## src/rtl/difficulty_select_ctrl.sv

```systemverilog
`default_nettype none
// ============================================================================
// Module   : difficulty_select_ctrl
// Brief    : Debounced up/down/centre button controller for the difficulty
//            selection screen (Easy/Medium/Hard) with confirm and start pulse.
// Revision : 1.0 - initial release
// ============================================================================
module difficulty_select_ctrl #(
    parameter int DEBOUNCE_CYCLES = 1000000,
    parameter bit WRAP            = 1'b1
) (
    input  logic       clk,
    input  logic       reset,
    input  logic       active,
    input  logic       btn_up,
    input  logic       btn_down,
    input  logic       btn_center,
    output logic [1:0] selection,
    output logic [1:0] difficulty,
    output logic       confirmed,
    output logic       start_pulse
);

    localparam int            CW       = $clog2(DEBOUNCE_CYCLES + 1);
    localparam logic [CW-1:0] CNT_LAST = CW'(DEBOUNCE_CYCLES - 1);
    localparam int            NB       = 3;
    localparam int            B_UP     = 0;
    localparam int            B_DOWN   = 1;
    localparam int            B_CENTER = 2;

    localparam logic [1:0] SEL_EASY = 2'd0;
    localparam logic [1:0] SEL_HARD = 2'd2;

    localparam logic [1:0] S_IDLE   = 2'd0;
    localparam logic [1:0] S_SELECT = 2'd1;
    localparam logic [1:0] S_DONE   = 2'd2;

    logic [NB-1:0] w_raw;
    logic [NB-1:0] w_press;

    assign w_raw = {btn_center, btn_down, btn_up};

    genvar gi;
    generate
        for (gi = 0; gi < NB; gi++) begin : g_btn
            logic          sync1_q;
            logic          sync2_q;
            logic          stable_q;
            logic          stable_dly_q;
            logic [CW-1:0] cnt_q;

            // Any cycle where the synchronised level matches stable restarts the count.
            always_ff @(posedge clk) begin
                if (reset) begin
                    sync1_q      <= 1'b0;
                    sync2_q      <= 1'b0;
                    stable_q     <= 1'b0;
                    stable_dly_q <= 1'b0;
                    cnt_q        <= '0;
                end else begin
                    sync1_q      <= w_raw[gi];
                    sync2_q      <= sync1_q;
                    stable_dly_q <= stable_q;
                    if (sync2_q != stable_q) begin
                        if (cnt_q == CNT_LAST) begin
                            stable_q <= sync2_q;
                            cnt_q    <= '0;
                        end else begin
                            cnt_q <= cnt_q + CW'(1);
                        end
                    end else begin
                        cnt_q <= '0;
                    end
                end
            end

            assign w_press[gi] = stable_q & ~stable_dly_q;
        end
    endgenerate

    logic [1:0] state_q, state_d;
    logic [1:0] selection_q, selection_d;
    logic [1:0] difficulty_q, difficulty_d;
    logic       confirmed_q, confirmed_d;
    logic       start_pulse_q, start_pulse_d;

    always_ff @(posedge clk) begin
        if (reset) begin
            state_q       <= S_IDLE;
            selection_q   <= SEL_EASY;
            difficulty_q  <= SEL_EASY;
            confirmed_q   <= 1'b0;
            start_pulse_q <= 1'b0;
        end else begin
            state_q       <= state_d;
            selection_q   <= selection_d;
            difficulty_q  <= difficulty_d;
            confirmed_q   <= confirmed_d;
            start_pulse_q <= start_pulse_d;
        end
    end

    always_comb begin
        state_d = state_q;
        case (state_q)
            S_IDLE:   if (active) state_d = S_SELECT;
            S_SELECT: begin
                if (!active)                 state_d = S_IDLE;
                else if (w_press[B_CENTER])  state_d = S_DONE;
            end
            S_DONE:   if (!active) state_d = S_IDLE;
            default:  state_d = S_IDLE;
        endcase
    end

    always_comb begin
        selection_d   = selection_q;
        difficulty_d  = difficulty_q;
        start_pulse_d = 1'b0;
        case (state_q)
            S_IDLE: if (active) selection_d = SEL_EASY;
            S_SELECT: begin
                if (active) begin
                    // Centre wins and confirms the value shown before this cycle.
                    if (w_press[B_CENTER]) begin
                        difficulty_d  = selection_q;
                        start_pulse_d = 1'b1;
                    end else if (w_press[B_UP] && !w_press[B_DOWN]) begin
                        if (selection_q == SEL_EASY)
                            selection_d = WRAP ? SEL_HARD : SEL_EASY;
                        else
                            selection_d = selection_q - 2'd1;
                    end else if (w_press[B_DOWN] && !w_press[B_UP]) begin
                        if (selection_q >= SEL_HARD)
                            selection_d = WRAP ? SEL_EASY : SEL_HARD;
                        else
                            selection_d = selection_q + 2'd1;
                    end
                end
            end
            default: ;
        endcase
        confirmed_d = (state_d == S_DONE);
    end

    assign selection   = selection_q;
    assign difficulty  = difficulty_q;
    assign confirmed   = confirmed_q;
    assign start_pulse = start_pulse_q;

endmodule
`default_nettype wire

```

## config.mk

```make
export PLATFORM = sky130hd
export DESIGN_NAME = difficulty_select_ctrl
export DESIGN_NICKNAME = d
export VERILOG_FILES = /design/src/rtl/difficulty_select_ctrl.sv
export SDC_FILE = /design/constraint.sdc
export NUM_CORES = 1
export LEC_CHECK = 0
export BUFFER_PORTS_ARGS = -buffer_cell sky130_fd_sc_hd__buf_2
export CORE_UTILIZATION = 45
export CTS_CLUSTER_SIZE = 28
export DETAILED_ROUTE_END_ITERATION = 10
export SYNTH_ARGS = -nofsm -noshare
export SYNTH_HDL_FRONTEND = slang
export SYNTH_SLANG_ARGS = --single-unit
```

## constraint.sdc

```tcl
create_clock -name clk -period 1.95 [get_ports clk]
set_input_delay 0.195 -clock clk [delete_from_list [all_inputs] [get_ports clk]]
set_output_delay 0.195 -clock clk [all_outputs]
set_load 0.03 [all_outputs]
```

==> flow_summary.json <==
{
  "overflow": 0,
  "synthDistinctLibCells": 39,
  "initial_core_util": 0.472,
  "drcViolationCount": 0,
  "regArea_um2": 1600,
  "drv_cap": 0,
  "synth_most_common_cell": "dfxtp_1",
  "status": "finished clean",
  "drive_gt1_frac": 0.136,
  "maxSlewHeadroom": 0.689,
  "first_iter_violations": 116,
  "die_h_um": 89.9,
  "hold_viol_final": 0,
  "hp-class": "in2reg",
  "grt_pass1_vias": 2564,
  "cts_setup_buffers": 0,
  "fill_cells": 729,
  "nets": 449,
  "cts_buffers": 9,
  "io_buffers": 11,
  "slew_viol_final": 0,
  "end_kind": "register",
  "worst_ep_arrival_time_ps": 2190,
  "hold_buffers": 0,
  "antenna_found_initial": 0,
  "grt_max_degree": 22,
  "setup_tns_ps": 0,
  "dieArea_um2": 8080,
  "ys_ff_latch": 80,
  "period_needed_ps": 1910,
  "synth_top_area_cell": "dfxtp_1",
  "via_per_inst": 5.21,
  "powerDensity_nw_per_um2": 757,
  "finalCritPeriodShare": 0.980,
  "ys_warn_count": 0,
  "clk_path_buf_depth": 2,
  "synth_top_area_share": 0.461,
  "clock_sinks": 80,
  "synth_area_leaders": "dfxtp_1 46%, nor2_1 5.9%, xnor2_1 5.8%",
  "criticalPathCategory": "reg2reg",
  "pin_count": 12,
  "setup_viol": 0,
  "dp.cells": 524,
  "yosysSeqAreaShare": 0.461,
  "start_kind": "register",
  "dp_slack_ps": 5.81,
  "p_leak_nw": 1.32,
  "p_total_mw": 3.08,
  "dr.pass1.iters": 4,
  "synth.avg_cell_area_um2": 8.69,
  "dpl.hpwl_um": 4500,
  "globalplace.congestion": 0.786,
  "core-area_um2": 7370,
  "synthArstFlopShare": 0,
  "syn_area_um2": 3480,
  "diodes": 0,
  "final_cell_area_um2": 4070,
  "critPathMaxFanout": 3,
  "clk_pin_slew_ps": 70,
  "cts_root_buffer": "clkbuf_8",
  "syn_inst": 400,
  "cts-htree-levels": 3,
  "dpl_cell_area_um2": 3820,
  "final_cells": 540,
  "syn_nets": 413,
  "synth-edff-count": 0,
  "via_count": 2815,
  "insertion_delay_ps": 350,
  "wire_per_inst_um": 11.7,
  "cp_top_family": "simple AND/OR/NAND/NOR gates",
  "area_delta_synth_final_pct": 17.1,
  "critPathMaxStageDelay_ps": 530,
  "synth_common_cells": "80 x dfxtp_1, 55 x nor2_1, 26 x a21oi_1",
  "path_buf_inv": 0,
  "max_freq_ghz": 0.523,
  "cts_tree": "yes",
  "die_w_um": 89.9,
  "rows": 31,
  "grt_first_pass_wirelength_um": 11100,
  "tightest_slew_ps": 462,
  "drt_wl_total_um": 6320,
  "rsz0062_at_grt": "yes",
  "ys.flop_type": "dfxtp_1",
  "slowest_stage": "or4_4",
  "required_ps": 2230,
  "multi_input_area_um2": 1780,
  "grt_use_total": 0.167,
  "ant_nets": 0,
  "path_cells": "or4b_1 -> or4_4 -> or3_1 -> a21oi_1",
  "skew_ps": 13.4,
  "ir_drop_mv": 0.403,
  "fin_ws_ps": 39.2
}
## layer usage
layer / global-route usage / up-vias / part of all wire
met5: 0 / - / 0
met4: 0.0565 / 0 / 0.015
met3: 0.0508 / 11 / 0.028
met2: 0.272 / 25 / 0.46
met1: 0.211 / 1307 / 0.50
li1: - / 1472 / -
## logic make-up after synthesis
logic type	count (synthesis)	synth area share
AO/OA/AOI/OAI	55	0.0882
XOR/XNOR	39	0.0982
adder cells (fa/ha/maj)	7	0.0252
buffers and inverters	28	0.0313
flip-flops	80	0.461
multiplexers	3	0.00900
AND/OR/NAND/NOR	188	0.288
## cell type report
cell class | instances | share of cell area
multi-input cells | 292 | 0.438
flip-flops and latches | 80 | 0.393
repair buffers | 38 | 0.0682
clock buffers | 12 | 0.0381
well taps | 99 | 0.0304
clock inverters | 4 | 0.0181
inverters | 15 | 0.0138
## sequential cells by signal (all words and copies together) (netlist names)
name and flops:
state_q 2, g_btn.sync2_q 3, g_btn.stable_q 3, confirmed 1
selection 2, difficulty 2, g_btn.stable_dly_q 3, g_btn.cnt_q 60
start_pulse 1, g_btn.sync1_q 3
## worst register-to-register path, stage by stage (launching register included)
cell and delay [ps]:
dfxtp_1 310, or4b_1 520, or4_4 530, or3_1 360
a21oi_1 130
## power breakdown
part           switching [mW]  internal, mW
Sequential            0.00548          1.64
Clock                   0.585         0.794
Combinational          0.0329        0.0234
## timing repair
action | in CTS | in global routing
hold endpoints to repair | 0 | 0
resized for setup | 1 | 4
setup endpoints to repair | 9 | 10
## cells in the final DEF, fill, tap and decap left out, drive strengths merged
master,Yosys,layout
nor2b,13,13
bufinv,0,2
nand3b,1,1
or3,11,11
nand4,16,16
and2,2,2
or4b,4,4
and4,3,3
mux2,1,1
a21oi,26,26
and3,6,6
clkinv,0,1
nand2,22,22
nor2,55,55
mux2i,2,2
o21ai,19,19
a211oi,1,1
nor4bb,1,1
ha,7,7
or4,9,9
nor4b,1,1
nor4,7,7
nand2b,5,5
nand4b,3,3
o41ai,1,1
xor2,16,16
o21a,1,1
o31ai,6,6
inv,15,16
a31o,1,1
buf,4,38
nor3,8,8
dfxtp,80,80
nand3,21,21
clkbuf,9,12
xnor2,23,23
## final timing paths
kind,from,to,slack (ps),cells past startpoint
worst max-delay path,g_btn[0].cnt_q[13],g_btn[0].stable_q,40,4
worst min register to register,g_btn[0].sync1_q,g_btn[0].sync2_q,440,1
worst min-delay path,btn_center,g_btn[2].sync1_q,60,2
worst max register to register,g_btn[0].cnt_q[13],g_btn[0].stable_q,40,4
## through the flow
stage	utilization	hold slack (ps)
after global routing	0.552	82.0
after CTS	0.550	40.8
final	0.552	56.4
after global placement	0.518	409
after floorplan	-	323
after detailed placement	0.518	411
Power figures use the tool's default switching activity.
